## src/rtl/mips_div_pkg.sv

```systemverilog
`default_nettype none
// ============================================================================
// Module   : mips_div_pkg
// Purpose  : Shared state encoding and constants for the MIPS DIV/DIVU divider.
// Revision : 1.0  initial release
// ============================================================================
package mips_div_pkg;

  localparam int DEFAULT_WIDTH = 32;

  localparam logic [DEFAULT_WIDTH-1:0] DIV_ZERO_QUOT = '1;

  typedef enum logic [1:0] {
    IDLE = 2'd0,
    BUSY = 2'd1,
    DONE = 2'd2
  } div_state_e;

endpackage
`default_nettype wire

```

## src/rtl/mips_divider_div_step.sv

```systemverilog
`default_nettype none
// ============================================================================
// Module   : div_step
// Purpose  : One restoring-division iteration: shift in a dividend bit, try
//            to subtract the divisor, keep the result only if it is non-negative.
// Revision : 1.0  initial release
// ============================================================================
module div_step
  import mips_div_pkg::*;
#(
  parameter int WIDTH = DEFAULT_WIDTH
) (
  input  logic [WIDTH-1:0] rem_in,
  input  logic             bit_in,
  input  logic [WIDTH-1:0] divisor,
  output logic [WIDTH-1:0] rem_out,
  output logic             q_bit
);

  logic [WIDTH:0] w_shifted;
  logic [WIDTH:0] w_trial;

  assign w_shifted = {rem_in, bit_in};
  assign w_trial   = w_shifted - {1'b0, divisor};

  // rem_in < divisor always holds, so the trial MSB is a clean borrow flag.
  assign q_bit   = ~w_trial[WIDTH];
  assign rem_out = q_bit ? w_trial[WIDTH-1:0] : w_shifted[WIDTH-1:0];

endmodule
`default_nettype wire

```

## src/rtl/mips_divider.sv

```systemverilog
`default_nettype none
// ============================================================================
// Module   : mips_divider
// Purpose  : Multi-cycle restoring divider producing LO/HI for MIPS DIV/DIVU.
//            Signed DIV support is built only with `define DIVIDER_SIGNED_EN.
// Revision : 1.0  initial release
// ============================================================================
module mips_divider
  import mips_div_pkg::*;
#(
  parameter int WIDTH = DEFAULT_WIDTH,
  parameter int CNT_W = 6
) (
  input  logic             clk,
  input  logic             reset,
  input  logic             start,
  input  logic             is_signed,
  input  logic [WIDTH-1:0] dividend,
  input  logic [WIDTH-1:0] divisor,
  output logic             busy,
  output logic             done,
  output logic [WIDTH-1:0] quotient,
  output logic [WIDTH-1:0] remainder,
  output logic             div_by_zero
);

  localparam logic [WIDTH-1:0] c_zero_quot = WIDTH'(DIV_ZERO_QUOT);
  localparam logic [CNT_W-1:0] c_last_cnt  = CNT_W'(WIDTH - 1);

  div_state_e       r_state;
  logic [WIDTH-1:0] r_rem;
  logic [WIDTH-1:0] r_q;
  logic [WIDTH-1:0] r_div;
  logic [CNT_W-1:0] r_cnt;
  logic             r_dz;

  logic [WIDTH-1:0] w_rem_next;
  logic             w_qbit;
  logic [WIDTH-1:0] w_q_next;
  logic [WIDTH-1:0] w_dvd_mag;
  logic [WIDTH-1:0] w_div_mag;
  logic [WIDTH-1:0] w_q_fin;
  logic [WIDTH-1:0] w_r_fin;

  div_step #(
    .WIDTH (WIDTH)
  ) u_step (
    .rem_in  (r_rem),
    .bit_in  (r_q[WIDTH-1]),
    .divisor (r_div),
    .rem_out (w_rem_next),
    .q_bit   (w_qbit)
  );

  assign w_q_next = {r_q[WIDTH-2:0], w_qbit};

`ifdef DIVIDER_SIGNED_EN
  logic             r_neg_q;
  logic             r_neg_r;
  logic [WIDTH-1:0] r_dvd;
  logic             w_dvd_neg;
  logic             w_div_neg;

  assign w_dvd_neg = is_signed & dividend[WIDTH-1];
  assign w_div_neg = is_signed & divisor[WIDTH-1];
  assign w_dvd_mag = w_dvd_neg ? -dividend : dividend;
  assign w_div_mag = w_div_neg ? -divisor : divisor;

  // Divide-by-zero reports the untouched dividend, so its sign fixup is skipped.
  assign w_q_fin = r_dz ? c_zero_quot : (r_neg_q ? -w_q_next : w_q_next);
  assign w_r_fin = r_dz ? r_dvd : (r_neg_r ? -w_rem_next : w_rem_next);

  always_ff @(posedge clk) begin
    if (reset) begin
      r_neg_q <= 1'b0;
      r_neg_r <= 1'b0;
      r_dvd   <= '0;
    end else if (r_state == IDLE && start) begin
      r_neg_q <= w_dvd_neg ^ w_div_neg;
      r_neg_r <= w_dvd_neg;
      r_dvd   <= dividend;
    end
  end
`else
  logic w_unused_signed;

  assign w_unused_signed = is_signed;
  assign w_dvd_mag       = dividend;
  assign w_div_mag       = divisor;
  // With a zero divisor every trial succeeds, leaving the dividend as remainder.
  assign w_q_fin = r_dz ? c_zero_quot : w_q_next;
  assign w_r_fin = w_rem_next;
`endif

  always_ff @(posedge clk) begin
    if (reset) begin
      r_state     <= IDLE;
      r_rem       <= '0;
      r_q         <= '0;
      r_div       <= '0;
      r_cnt       <= '0;
      r_dz        <= 1'b0;
      busy        <= 1'b0;
      done        <= 1'b0;
      quotient    <= '0;
      remainder   <= '0;
      div_by_zero <= 1'b0;
    end else begin
      case (r_state)
        IDLE: begin
          done <= 1'b0;
          if (start) begin
            r_q     <= w_dvd_mag;
            r_div   <= w_div_mag;
            r_rem   <= '0;
            r_cnt   <= '0;
            r_dz    <= (divisor == '0);
            busy    <= 1'b1;
            r_state <= BUSY;
          end
        end
        BUSY: begin
          r_rem <= w_rem_next;
          r_q   <= w_q_next;
          r_cnt <= r_cnt + CNT_W'(1);
          if (r_cnt == c_last_cnt) begin
            quotient    <= w_q_fin;
            remainder   <= w_r_fin;
            div_by_zero <= r_dz;
            busy        <= 1'b0;
            done        <= 1'b1;
            r_state     <= DONE;
          end
        end
        DONE: begin
          done    <= 1'b0;
          r_state <= IDLE;
        end
        default: begin
          busy    <= 1'b0;
          done    <= 1'b0;
          r_state <= IDLE;
        end
      endcase
    end
  end

endmodule
`default_nettype wire
```

## config.mk

```make
export PLATFORM = sky130hd
export DESIGN_NAME = mips_divider
export DESIGN_NICKNAME = d
export VERILOG_FILES = /design/src/rtl/mips_div_pkg.sv /design/src/rtl/mips_divider_div_step.sv /design/src/rtl/mips_divider.sv
export SDC_FILE = /design/constraint.sdc
export NUM_CORES = 1
export LEC_CHECK = 0
export CAP_MARGIN = 20
export CORE_MARGIN = 2
export CORE_UTILIZATION = 50
export CTS_CLUSTER_DIAMETER = 40
export DETAILED_ROUTE_END_ITERATION = 8
export GPL_TIMING_DRIVEN = 0
export PLACE_DENSITY_LB_ADDON = 0.3
export SYNTH_ARGS = -nofsm -noshare
export SYNTH_HDL_FRONTEND = slang
export SYNTH_HIERARCHICAL = 1
export SYNTH_SLANG_ARGS = --single-unit
```

## constraint.sdc

```tcl
create_clock -name clk -period 10.7 [get_ports clk]
set_clock_uncertainty 0.15 [all_clocks]
set_input_delay 1.07 -clock clk [delete_from_list [all_inputs] [get_ports clk]]
set_output_delay 1.07 -clock clk [all_outputs]
set_load 0.03 [all_outputs]
```

==> results.md <==
- Final critical-path required period: 3.99 ns
- Mean post-synth cell area: around 8.9 um^2
- Layout net count: about 1.2k
- First-pass GRT wire length: approximately 35 mm
- End of the worst register-to-register path: r_rem[23]
- TritonCTS Buffers: 17
- Insertion delay to the later sink of the worst-skew pair: approximately 0.44 ns
- Min-delay worst type: reg2reg
- Max-Cap Viols: 0
- Most repeated library cell on the critical path: sky130_fd_sc_hd__buf_12
- Warning count from the yosys run: 6
- Leakage power summed over all cells: 4.30 nW
- DPL Wire Length: around 16 mm
- Vias in the first global route: between 7k and 8k
- Leading cell types in the layout, fill and taps excluded: sky130_fd_sc_hd__dfxtp_1 (172), sky130_fd_sc_hd__clkdlybuf4s50_1 (133), sky130_fd_sc_hd__nor2_1 (123)
- Run status: finished clean
- Flop and latch count out of synthesis: ~170
- Finish-stage setup viols: 0
- Clock transition time at the flip-flop clock pins of the worst setup and hold paths: 0.07 ns
- Actual transition at the worst max-transition pin: around 0.86 ns
- Start point of the critical path: r_q[31]
- Commonest non-fill, non-tap cell in the layout: sky130_fd_sc_hd__dfxtp_1
- Violation count after the first detailed-route iteration: ~550
- Library cell contributing the largest single delay on the critical path: sky130_fd_sc_hd__fa_1
- Critical path peak fanout: 11
- Power Density: just over 300 nW/um^2
- Startpoint types: register
- Start of the worst register-to-register path: r_q[31]
- Design Area, Final: about 11000 um^2
- Maximum clock path buffer count: 2
- Crit-path cells: inv_1, ha_1, fa_1, and2b_1, o2111ai_2, a21oi_2, o211ai_2, a211oi_4, nor2_4, mux2i_4, and2_4, buf_12, inv_8, buf_12, mux2_4, a22o_1
- Relative slew slack: about 42%
- Num ports: approximately 140
- RSZ-0062 raised after global routing: no
- Critical Path End Type: register
- Gate count after technology mapping: roughly 940
- Count of hold buffers inserted by post-cts repair: 0
- Buffers added on ports: ~130
- Routed wire per std cell: ~16 um
- Row count: between 40 and 50
- Proportion of register bits with asynchronous set or reset after synthesis: 0%
- Number of cells on the critical path: 16
- Final Max Tran Viols: 0
- Cells on worst reg2reg path: 16
- Core footprint: between 15000 and 20000 um^2
- Total iterations of the first detailed-routing run: 5
- Top achievable clock speed: about 0.25 GHz
- Drt total wl: roughly 22 mm
- Post-synthesis instance area: 8350 um^2
- Data arrival at the endpoint of the critical path: 4.16 ns
- Setup Buffers After CTS: 0
- Total count of hold-check failures in the final report: 0
- DRT antenna net count: 0
- Die H: about 130 um
- DRC violations left: 0
- Placer's final routability congestion estimate: about 0.9
- Count of flip-flops with a built-in enable after synthesis: 0
- Drt via density: about 5.6
- Stage delay of the slowest cell on the critical path: slightly above 0.4 ns
- Capture point of the critical path: r_rem[23]
- Number of levels the H-tree was split into: 4
- Portion of the clock cycle consumed by the worst path in the final layout: a little under two fifths
- Antenna violations before repair: 0
- Die area: around 18000 um^2
- Pin count of the biggest net entering global routing: 17
- Synth Net Count: about 1.0k
- Ys flop type: sky130_fd_sc_hd__dfxtp_1
- Category of cells accounting for the largest share of critical-path delay: compound AO/OA/AOI/OAI gates
- Via count: 7378
- Chip width: between 100 and 150 um
- Placed instance area: roughly 10000 um^2
- Max rail drop VDD: 0.000179 V
- Share of the yosys chip area belonging to registers: about two fifths
- Setup tns final: 0 ns
- Kind of critical path: reg2reg
- TritonCTS clock tree: yes
- Number of sinks on the clock net: approximately 170
- Count of distinct cell types in the synthesized netlist: 66
- CTS root buffer: sky130_fd_sc_hd__clkbuf_16
- Initial cell density of the core: about half
- Crit path required time: roughly 11 ns
- # diodes: 0
- Register-to-register path setup slack: 6.71 ns
- Grt ovf: 0
- Bufs and invs on worst path: 4
- Quantity of gates resized following cts: 0
- Fraction of layout instances using a drive strength above 1: 9.21%
- Layout overhead on the synthesized area: 26.7%
- Total GRT Usage: ~25%
[Yosys cell counts (3+ instances only)]
| cell | instances | area, um^2 |
|---|---|---|
| sky130_fd_sc_hd__nand2b_1 | 26 | 163 |
| sky130_fd_sc_hd__mux2_4 | 19 | 285 |
| sky130_fd_sc_hd__buf_12 | 3 | 60.1 |
| sky130_fd_sc_hd__a21o_1 | 13 | 97.6 |
| sky130_fd_sc_hd__ha_1 | 33 | 413 |
| sky130_fd_sc_hd__inv_1 | 40 | 150 |
| sky130_fd_sc_hd__xnor2_1 | 14 | 123 |
| sky130_fd_sc_hd__mux2_2 | 5 | 56.3 |
| sky130_fd_sc_hd__nor2_1 | 123 | 462 |
| sky130_fd_sc_hd__nor2b_1 | 4 | 25.0 |
| sky130_fd_sc_hd__clkbuf_1 | 30 | 113 |
| sky130_fd_sc_hd__o21a_1 | 7 | 52.6 |
| sky130_fd_sc_hd__a211oi_1 | 3 | 22.5 |
| sky130_fd_sc_hd__buf_2 | 25 | 125 |
| sky130_fd_sc_hd__o2bb2ai_1 | 11 | 96.3 |
| sky130_fd_sc_hd__o31ai_1 | 5 | 37.5 |
| sky130_fd_sc_hd__or3_1 | 4 | 25.0 |
| sky130_fd_sc_hd__a21oi_1 | 64 | 320 |
| sky130_fd_sc_hd__mux2i_1 | 3 | 30.0 |
| sky130_fd_sc_hd__nand4_1 | 7 | 43.8 |
| sky130_fd_sc_hd__and3_1 | 7 | 43.8 |
| sky130_fd_sc_hd__a22o_1 | 64 | 561 |
| sky130_fd_sc_hd__o211ai_1 | 3 | 22.5 |
| sky130_fd_sc_hd__dfxtp_1 | 172 | 3440 |
| sky130_fd_sc_hd__nor4_1 | 39 | 244 |
| sky130_fd_sc_hd__nor3b_1 | 3 | 22.5 |
| sky130_fd_sc_hd__o21ai_0 | 21 | 105 |
| sky130_fd_sc_hd__a2bb2oi_1 | 23 | 201 |
| sky130_fd_sc_hd__a31oi_1 | 4 | 25.0 |
| sky130_fd_sc_hd__nand2_1 | 91 | 342 |
| sky130_fd_sc_hd__nand3_1 | 15 | 75.1 |
| sky130_fd_sc_hd__xor2_1 | 12 | 105 |
| sky130_fd_sc_hd__nor3_1 | 8 | 40.0 |
| sky130_fd_sc_hd__o2111ai_1 | 4 | 35.0 |
[layout make-up]
cell class / count / area [um^2]
fillers: 1439 / 5890
well taps: 220 / 275
plain buffers: 60 / 313
clock buffers: 18 / 439
repair buffers: 133 / 1330
multi-input cells: 669 / 4430
flip-flops and latches: 172 / 3440
clock inverters: 14 / 183
inverters: 42 / 165
[metal layers]
| metal | vias up | wire length [um] | track usage, % |
|---|---|---|---|
| met5 | - | 0 | 0 |
| met4 | 0 | 253 | 6.32 |
| met3 | 20 | 1370 | 6.32 |
| met2 | 235 | 9560 | 38.6 |
| met1 | 3469 | 10600 | 33.9 |
| li1 | 3654 | - | - |
[report_power, final]
part	internal (mW)	switching [mW]	leakage [nW]
combinational	0.908	0.914	2.60
sequential	0.700	0.0471	1.40
clock	0.378	0.272	0.299
[cell families (layout without fill, tap and decap cells)]
kind of cell | Yosys count | in the layout | share of synthesized area (%)
and+or+nand+nor | 342 | 342 | 19.4
AOI/OAI and AO/OA | 239 | 239 | 20.9
DFF | 172 | 172 | 41.3
buffers and inverters | 102 | 267 | 5.73
adders and majority gates | 34 | 34 | 5.19
muxes | 28 | 28 | 4.72
xor gates and xnor gates | 26 | 26 | 2.73
[flip-flops by register name, indices dropped and copies added (netlist names)]
| register | cells |
|---|---|
| remainder | 32 |
| r_state | 2 |
| r_dz | 1 |
| r_rem | 32 |
| busy | 1 |
| r_cnt | 6 |
| done | 1 |
| r_q | 32 |
| r_div | 32 |
| div_by_zero | 1 |
| quotient | 32 |
[tightest hold or removal path, delay by kind of cell, from the launching register on]
family,cells,cell delay [ns]
flops,1,0.31
simple gates,1,0.05
compound gates,1,0.05
[stage by stage]
step	instances	setup WS (ns)	util, %	hold WS, ns	power [mW]
floorplan	943	7.22	-	0.286	2.22
global placement	1296	6.82	60.4	0.293	2.54
detailed placement	1296	6.80	60.4	0.298	2.54
CTS	1328	6.73	64.2	0.307	3.20
global route	1328	6.53	64.2	0.327	3.40
finish	1328	6.71	64.2	0.307	3.22
[how the worst min path moves through the flow]
stage          startpoint   endpoint  slack [ns]  cells after the start
4_1_cts         r_div[15]  r_div[15]        0.31                      2
5_1_grt          r_div[6]   r_div[6]        0.33                      2
3_5_place_dp    r_div[15]  r_div[15]        0.30                      2
3_3_place_gp     r_div[7]   r_div[7]        0.29                      2
2_1_floorplan   r_div[10]  r_div[10]        0.29                      2
6_report        r_div[15]  r_div[15]        0.31                      2
Power figures use the tool's default switching activity.
